--- src/rtl/axi_burst_read_master.sv ---
// axi_burst_read_master: fetches one LINE_W-bit line as an AXI4 read burst of
// DATA_W-bit beats, assembles it into a line buffer and returns it with a
// one-cycle resp_valid pulse plus a sticky error flag.
// Optional build macro AXI_RD_CRITICAL_WORD_FIRST_EN: issue a WRAP burst that
// starts at the requested beat; beats still land in slots by address.
module axi_burst_read_master #(
    parameter int ADDR_W = 32,
    parameter int DATA_W = 64,
    parameter int LINE_W = 256
) (
    input  logic              ACLK,
    input  logic              ARESETn,
    input  logic              req_valid,
    output logic              req_ready,
    input  logic [ADDR_W-1:0] req_addr,
    output logic              resp_valid,
    output logic [LINE_W-1:0] resp_data,
    output logic              resp_err,
    output logic              ARVALID,
    input  logic              ARREADY,
    output logic [ADDR_W-1:0] ARADDR,
    output logic [7:0]        ARLEN,
    output logic [2:0]        ARSIZE,
    output logic [1:0]        ARBURST,
    output logic [2:0]        ARPROT,
    input  logic              RVALID,
    output logic              RREADY,
    input  logic [DATA_W-1:0] RDATA,
    input  logic [1:0]        RRESP,
    input  logic              RLAST
);
    localparam int BEATS = LINE_W / DATA_W;
    localparam int BSZ   = $clog2(DATA_W / 8);
    localparam int LSZ   = $clog2(LINE_W / 8);
    localparam int CW    = (BEATS > 1) ? $clog2(BEATS) : 1;

    localparam logic [CW-1:0] LAST_IDX = CW'(BEATS - 1);
    localparam logic [CW:0]   LAST_RCV = (CW+1)'(BEATS - 1);
    localparam logic [CW:0]   FULL_RCV = (CW+1)'(BEATS);

`ifdef AXI_RD_CRITICAL_WORD_FIRST_EN
    localparam int         ALIGN = BSZ;
    localparam logic [1:0] BURST = 2'b10;
`else
    localparam int         ALIGN = LSZ;
    localparam logic [1:0] BURST = 2'b01;
`endif
    localparam logic [ADDR_W-1:0] ALIGN_MASK = {ADDR_W{1'b1}} << ALIGN;

    typedef enum logic [1:0] {IDLE, ADDR, DATA, RESP} state_t;

    state_t              state_q;
    logic [ADDR_W-1:0]   araddr_q;
    logic                arvalid_q;
    logic                rready_q;
    logic                resp_valid_q;
    logic                resp_err_q;
    logic [LINE_W-1:0]   line_q;
    logic [CW-1:0]       cnt_q;      // slot written by the next beat
    logic [CW:0]         rcv_q;      // beats received, saturates at BEATS
    logic                err_q;      // sticky burst error

    logic [CW-1:0]       start_d;
    logic [CW-1:0]       cnt_d;
    logic [CW:0]         rcv_d;
    logic                err_d;

    // First slot of the burst: wrap start in critical-word-first mode, else 0
`ifdef AXI_RD_CRITICAL_WORD_FIRST_EN
    assign start_d = req_addr[LSZ-1:BSZ];
`else
    assign start_d = '0;
`endif

    // Per-beat next values; err_d folds in bad RRESP and an RLAST that
    // arrives early or fails to arrive on the final beat
    always_comb begin
        cnt_d = (cnt_q == LAST_IDX) ? '0 : cnt_q + 1'b1;
        rcv_d = (rcv_q == FULL_RCV) ? rcv_q : rcv_q + 1'b1;
        err_d = err_q | (RRESP != 2'b00)
              | (RLAST ? (rcv_q < LAST_RCV) : (rcv_q >= LAST_RCV));
    end

    // Request FSM with all AXI and response outputs registered
    always_ff @(posedge ACLK) begin
        if (!ARESETn) begin
            state_q      <= IDLE;
            araddr_q     <= '0;
            arvalid_q    <= 1'b0;
            rready_q     <= 1'b0;
            resp_valid_q <= 1'b0;
            resp_err_q   <= 1'b0;
            line_q       <= '0;
            cnt_q        <= '0;
            rcv_q        <= '0;
            err_q        <= 1'b0;
        end else begin
            case (state_q)
                IDLE: begin
                    if (req_valid) begin
                        araddr_q  <= req_addr & ALIGN_MASK;
                        arvalid_q <= 1'b1;
                        cnt_q     <= start_d;
                        rcv_q     <= '0;
                        err_q     <= 1'b0;
                        state_q   <= ADDR;
                    end
                end
                ADDR: begin
                    if (ARREADY) begin
                        arvalid_q <= 1'b0;
                        rready_q  <= 1'b1;
                        state_q   <= DATA;
                    end
                end
                DATA: begin
                    if (RVALID && rready_q) begin
                        // Beats past the line length are dropped
                        if (rcv_q != FULL_RCV) begin
                            line_q[cnt_q*DATA_W +: DATA_W] <= RDATA;
                            cnt_q <= cnt_d;
                        end
                        rcv_q <= rcv_d;
                        err_q <= err_d;
                        if (RLAST) begin
                            rready_q     <= 1'b0;
                            resp_valid_q <= 1'b1;
                            resp_err_q   <= err_d;
                            state_q      <= RESP;
                        end
                    end
                end
                RESP: begin
                    resp_valid_q <= 1'b0;
                    state_q      <= IDLE;
                end
                default: state_q <= IDLE;
            endcase
        end
    end

    assign req_ready  = (state_q == IDLE);
    assign resp_valid = resp_valid_q;
    assign resp_err   = resp_err_q;
    assign resp_data  = line_q;
    assign ARVALID    = arvalid_q;
    assign ARADDR     = araddr_q;
    assign ARLEN      = 8'(BEATS - 1);
    assign ARSIZE     = 3'(BSZ);
    assign ARBURST    = BURST;
    assign ARPROT     = 3'b000;
    assign RREADY     = rready_q;

endmodule
--- config.mk ---
export PLATFORM = sky130hd
export DESIGN_NAME = axi_burst_read_master
export DESIGN_NICKNAME = d
export VERILOG_FILES = /design/src/rtl/axi_burst_read_master.sv
export SDC_FILE = /design/constraint.sdc
export NUM_CORES = 1
export LEC_CHECK = 0
export BUFFER_PORTS_ARGS = -buffer_cell sky130_fd_sc_hd__clkbuf_2
export CORE_MARGIN = 2
export CORE_UTILIZATION = 51
export DETAILED_ROUTE_END_ITERATION = 8
export PLACE_DENSITY_LB_ADDON = 0.1
export SLEW_MARGIN = 15
export SYNTH_ARGS = -nofsm -noshare
export SYNTH_HDL_FRONTEND = slang
export SYNTH_SLANG_ARGS = --single-unit
--- constraint.sdc ---
create_clock -name ACLK -period 2.15 [get_ports ACLK]
set_input_delay 0.3225 -clock ACLK [delete_from_list [all_inputs] [get_ports ACLK]]
set_output_delay 0.3225 -clock ACLK [all_outputs]
set_load 0.02 [all_outputs]
# Yosys cells after proc, flatten, opt, wreduce, memory -nomap -nowiden
# Cells that the tools add are included.
word_totals:
  register_bits: 295
  input_bits: 104
  output_inout_bits: 309
  word_cells: 77
op_classes:
  n_addsub: 3
  magnitude_cmp: 2
  eq_ne: 12
  n_shift: 2
  n_mux: 29
  bitwise_logic: 2
  n_reduce_logical: 17
ops:
  columns: ["operator", "count"]
  rows:
  - ["$bwmux 256", 1]
  - ["$shift 64x34->256 const A", 1]
  - ["$shiftx 64x34->256", 1]
  - ["$neg 8->34", 1]
  - ["$mux 2", 8]
  - ["$reduce_and 4->1", 4]
  - ["$reduce_and 3->1", 5]
  - ["$ne 2x2->1 const B", 6]
  - ["$mux 1", 10]
  - ["$reduce_bool 2->1", 5]
  - ["$mux 3", 3]
  - ["$pmux 1 s2", 4]
  - ["$pmux 2 s4", 1]
  - ["$eq 2x2->1 const B", 3]
  - ["$pmux 3 s2", 1]
  - ["$pmux 2 s2", 1]
  - ["$add 3x1->3 const B", 1]
  - ["$eq 3x3->1 const B", 1]
  - ["$ge 3x2->1 const B", 1]
  - ["$lt 3x2->1 const B", 1]
  - ["$ne 3x3->1 const B", 1]
  - ["$add 2x1->2 const B", 1]
  - ["$eq 2x1->1 const B", 1]
  - ["$logic_not 2->1", 1]
  - ["3 further kinds", 4]

# Logic depth before layout (Yosys ltp)
depth:
  word_depth: 5
  ltp_mapped: 8
  depth_no_buf: 5

# Worst setup path after synthesis
# No wires, ideal clock.
synth_timing:
  kind: "register to register"
  start: "reg state_q[0]"
  end: "reg rcv_q[0]"
  setup_ns: 0.074
  arrival_time_ns: 1.686
  required_ns: 2.076
  path_slack_ns: 0.390
  path_stages_with_launch: 7
  path_buffers: 1
  period_less_slack_ns: 1.760
  path_cell_list: "dfxtp_1 inv_1 ha_1 buf_4 mux2i_2 or4_4 o22ai_2"
synth_between:
  elab_chain_len: 3
  word_cells_on_any_way: 8
  classes_between: "4 x eq/ne; 1 x mux; 3 x reduce/logical"
synth_rtl:
  columns: ["item", "line_no", "source"]
  rows:
  - ["start, declared", "52", "state_t state_q;"]
  - ["start signal, assigned", "87", "state_q <= IDLE;"]
  - ["start signal, assigned", "106", "state_q <= ADDR;"]
  - ["start signal, assigned", "113", "state_q <= DATA;"]
  - ["$logic_not 2->1 *", null, null]
  - ["named net req_ready", "14", "output logic req_ready,"]
  - ["$ne 2x2->1 (no line) or $reduce_bool 2->1 (tied branches)", null, null]
  - ["$reduce_and 4->1 (no line)", null, null]
  - ["end signal, assigned", "123", "rcv_q <= rcv_d;"]
  - ["end, declared", "60", "logic [CW:0] rcv_q;"]
# The timed path passes the listed nets; every way through them passes the cells marked *.
# A chain may end at the register's enable or synchronous reset.

# Worst setup path after layout
layout_timing:
  start: "reg rcv_q[0]"
  end: "reg line_q[104] (netlist: resp_data[104])"
layout_between:
  elab_chain_len: 2
layout_rtl:
  columns: ["item", "line_no", "source"]
  rows:
  - ["$ne 3x3->1", "119", "if (rcv_q != FULL_RCV) begin"]
  - ["$reduce_and 3->1 (no line)", null, null]
  - ["end signal, assigned", "93", "line_q <= '0;"]
  - ["end signal, assigned by index", "120", "line_q[cnt_q*DATA_W +: DATA_W] <= RDATA;"]
  - ["end, declared", "58", "logic [LINE_W-1:0] line_q;"]
# No other way between the ends.

==> metrics.md <==
| Metric | Value |
|---|---|
| Outcome | complete, no violations |
| Total Wirelength | 35.9 mm |
| CP required | 2.62 ns |
| Placed Area | between 10,000 and 15,000 sq um |
| WS Path Type | register to register |
| Initial antenna violation count | 0 |
| Post-route cell area | ~16,000 sq um |
| Detailed placement HPWL | ~24 mm |
| Clock Sinks | between 200 and 300 |
| Pwr dens | between 800 and 900 nW/um^2 |
| Register area | 5910 sq um |
| Commonest non-fill, non-tap cell in the layout | clkbuf_2 |
| Ys Warns | 0 |
| Sw frac | 0.276 |
| Post-layout min period | 2.02 ns |
| Top delay family on crit path | simple AND/OR/NAND/NOR gates |
| Worst slew margin | 0.589 |
| Arrival time at the worst endpoint | about 2.5 ns |
| Footprint of the multi-input gates | between 5000 and 6000 sq um |
| Share of cells above drive strength 1 | 0.278 |
| Setup crit start kind | register |
| Clock share of power | 0.417 |
| Sequential power share | 0.443 |
| Most frequent cells in the layout | clkbuf_2, nand2_1, dfxtp_1, nand3_1, mux2i_1 |
| Via Count | 10,900 |
| Crit-path max cell delay | between 0.3 and 0.4 ns |
| Seq/Total Area, Yosys | 0.470 |
| Unrepaired setup endpoints after global routing | no |
| Die Y-Extent | 161 microns |
| Overall global routing resource usage | 0.262 |
| Post-Synthesis Cells | approximately 1,400 |
| H-tree lvl count | 1 |
| Synth Flop Type | dfxtp_1 |
| First-pass GRT wire length | 55.4 mm |
| Slew Viols, Final | 0 |
| Bufs and invs on worst path | 2 |
| Detail Route Antenna Nets | 0 |
| Cell variety after synth | 39 |
| Async SR Flop Fraction | 0 |
| Die area | 25,900 sq um |
| Combinational Power Share | 0.140 |
| Layout Nets | roughly 1,800 |
| Grt total ovfl | 0 |
| Slowest stage cell, crit path | nor3b_4 |
| Core area | 24,200 sq um |
| Number of I/O pins | roughly 410 |
| Fin. Hold Viols | 0 |
| Pin count of the biggest net entering global routing | 82 |
| Fillers | 2,029 |
| Post-DR vias/cell | between 5 and 6 |
| Crit. End Element | register |
| Endpoints failing setup | 0 |
| Internal | approximately 9.3 mW |
| Gp weighted congestion | between 0.8 and 0.9 |
| Dpl ws | about 0.084 ns |
| Root buffer cell | clkbuf_16 |
| Hold crit path type | input port to register |
| P_leak | ~6.2 nW |
| DRT Pass-1 Iters | 5 |
| F_max | between 400 and 500 MHz |
| Die Width | between 150 and 200 microns |
| Synthesized cell area | around 13,000 sq um |
| Starting DRT DRC Count | roughly 650 |
| Syn Area/Cell | 9.14 sq um |
| Area grow syn2layout | 26.9% |
| Clock skew | between 0.01 and 0.015 ns |
| Max Cap Viol | 0 |
| CTS tree | yes |
| Crit share post-route | 0.942 |
| Row Count | between 50 and 60 |
| Register bit count reported by yosys | approximately 300 |
| Drt wl/cell | 17.3 microns |
| EDFF count, synth | 0 |
| Worst-path clk slew | 0.06 ns |
| Num CTS Buffers | 31 |
| DRC | 0 |
| CP Max Fanout | 22 |
| Final Worst Setup Slack | around 0.13 ns |
| Post-synth top area share | 0.470 |
| Vias in the first global route | between 10,000 and 15,000 |
| Largest area contributor in the netlist | dfxtp_1 |
| Crit path cell chain | inv_1 > ha_1 > and2_1 > nor3b_4 > buf_6 > mux2i_1 |
| Peak VDD IR | between 0.4 and 0.5 mV |
| Slew at the pin with the worst max-slew slack | about 0.61 ns |
| Area contributors post-synth | dfxtp_1, mux2i_1, nand3_1 |
| Design Power | approximately 13 mW |
| Sw Pwr | between 3 and 4 mW |
| Initial Util | 0.518 |
| # diodes | 0 |
| Port buffer count | a little under 400 |
| Final TNS setup | 0 ns |
| CTS Buffer Depth | 3 |
| Clock Latency Late Sink | between 0.5 and 0.6 ns |
-- area by class of cell --
class,count,area share
Clock buffer,41,0.0548
Clock inverter,16,0.00934
Inverter,10,0.00235
Multi-Input combinational cell,943,0.367
Sequential cell,295,0.370
Tap cell,324,0.0254
Timing Repair Buffer,446,0.171
-- repair_timing --
item                                    in CTS  in global routing
hold endpoints to repair                    25                  0
endpoints found under the setup margin       0                 13
resized for setup                            0                  1
hold buffers                                25                  0
buffers inserted                             0                  2
-- cells in the mapped netlist (9+ instances only) --
cell,number
buf_2,37
buf_4,26
mux2i_1,257
nand3_1,257
dfxtp_1,295
inv_1,9
a21oi_1,33
clkbuf_1,48
nand2_1,319
ha_1,13
buf_1,9
buf_6,26
-- cell families (layout without fill, tap and decap cells) --
logic type | after synthesis | count (layout) | synth area share
adder cells (fa/ha/maj) | 13 | 13 | 0.0129
AND/OR/NAND/NOR | 601 | 601 | 0.213
other | 2 | 21 | 0.000598
flip-flops | 295 | 295 | 0.470
buffers and inverters | 156 | 513 | 0.0736
AO/OA/AOI/OAI | 49 | 49 | 0.0235
multiplexers | 259 | 259 | 0.207
-- registers in the layout (all words and copies together), names as in the netlist --
signal / cells
ARADDR: 27
ARVALID: 1
resp_valid: 1
resp_data: 256
resp_err: 1
RREADY: 1
rcv_q: 3
cnt_q: 2
err_q: 1
state_q: 2
-- power by group through the flow --
stage,Combinational [mW],Clock (mW),Sequential (mW)
final,1.79,5.36,5.70
after global placement,1.72,0,5.81
after detailed placement,1.75,0,5.82
after global routing,1.96,5.66,5.71
after CTS,1.79,5.44,5.70
after floorplan,1.04,0,5.96
-- final timing paths --
check          startpoint        endpoint  slack, ns  depth (start not counted)
max reg2reg      rcv_q[0]  resp_data[104]       0.13                          6
min reg2reg    ARADDR[28]      ARADDR[28]       0.45                          2
max              rcv_q[0]  resp_data[104]       0.13                          6
min          req_addr[25]      ARADDR[25]       0.02                          3
-- worst reg2reg max path, cell delays in order (launching register included) --
cell and delay, ns:
dfxtp_1 0.38, inv_1 0.08, ha_1 0.21, and2_1 0.30, nor3b_4 0.39, buf_6 0.37
mux2i_1 0.23
-- through the flow --
stage                     utilization  instances  hold WS [ns]
after global placement          0.604       1990         0.441
after floorplan                     -       1394         0.459
final                           0.658       2075        0.0204
after global routing            0.658       2075        0.0219
after CTS                       0.656       2072      0.000826
after detailed placement        0.604       1990         0.445
-- metal layers --
metal  track usage  up-vias  wire, microns
li1              -     5331              -
met1         0.348     5145          15500
met2         0.419      363          16400
met3        0.0591       86           2650
met4         0.100        0           1360
met5             0        -              0
(Power assumes the default switching activity.)
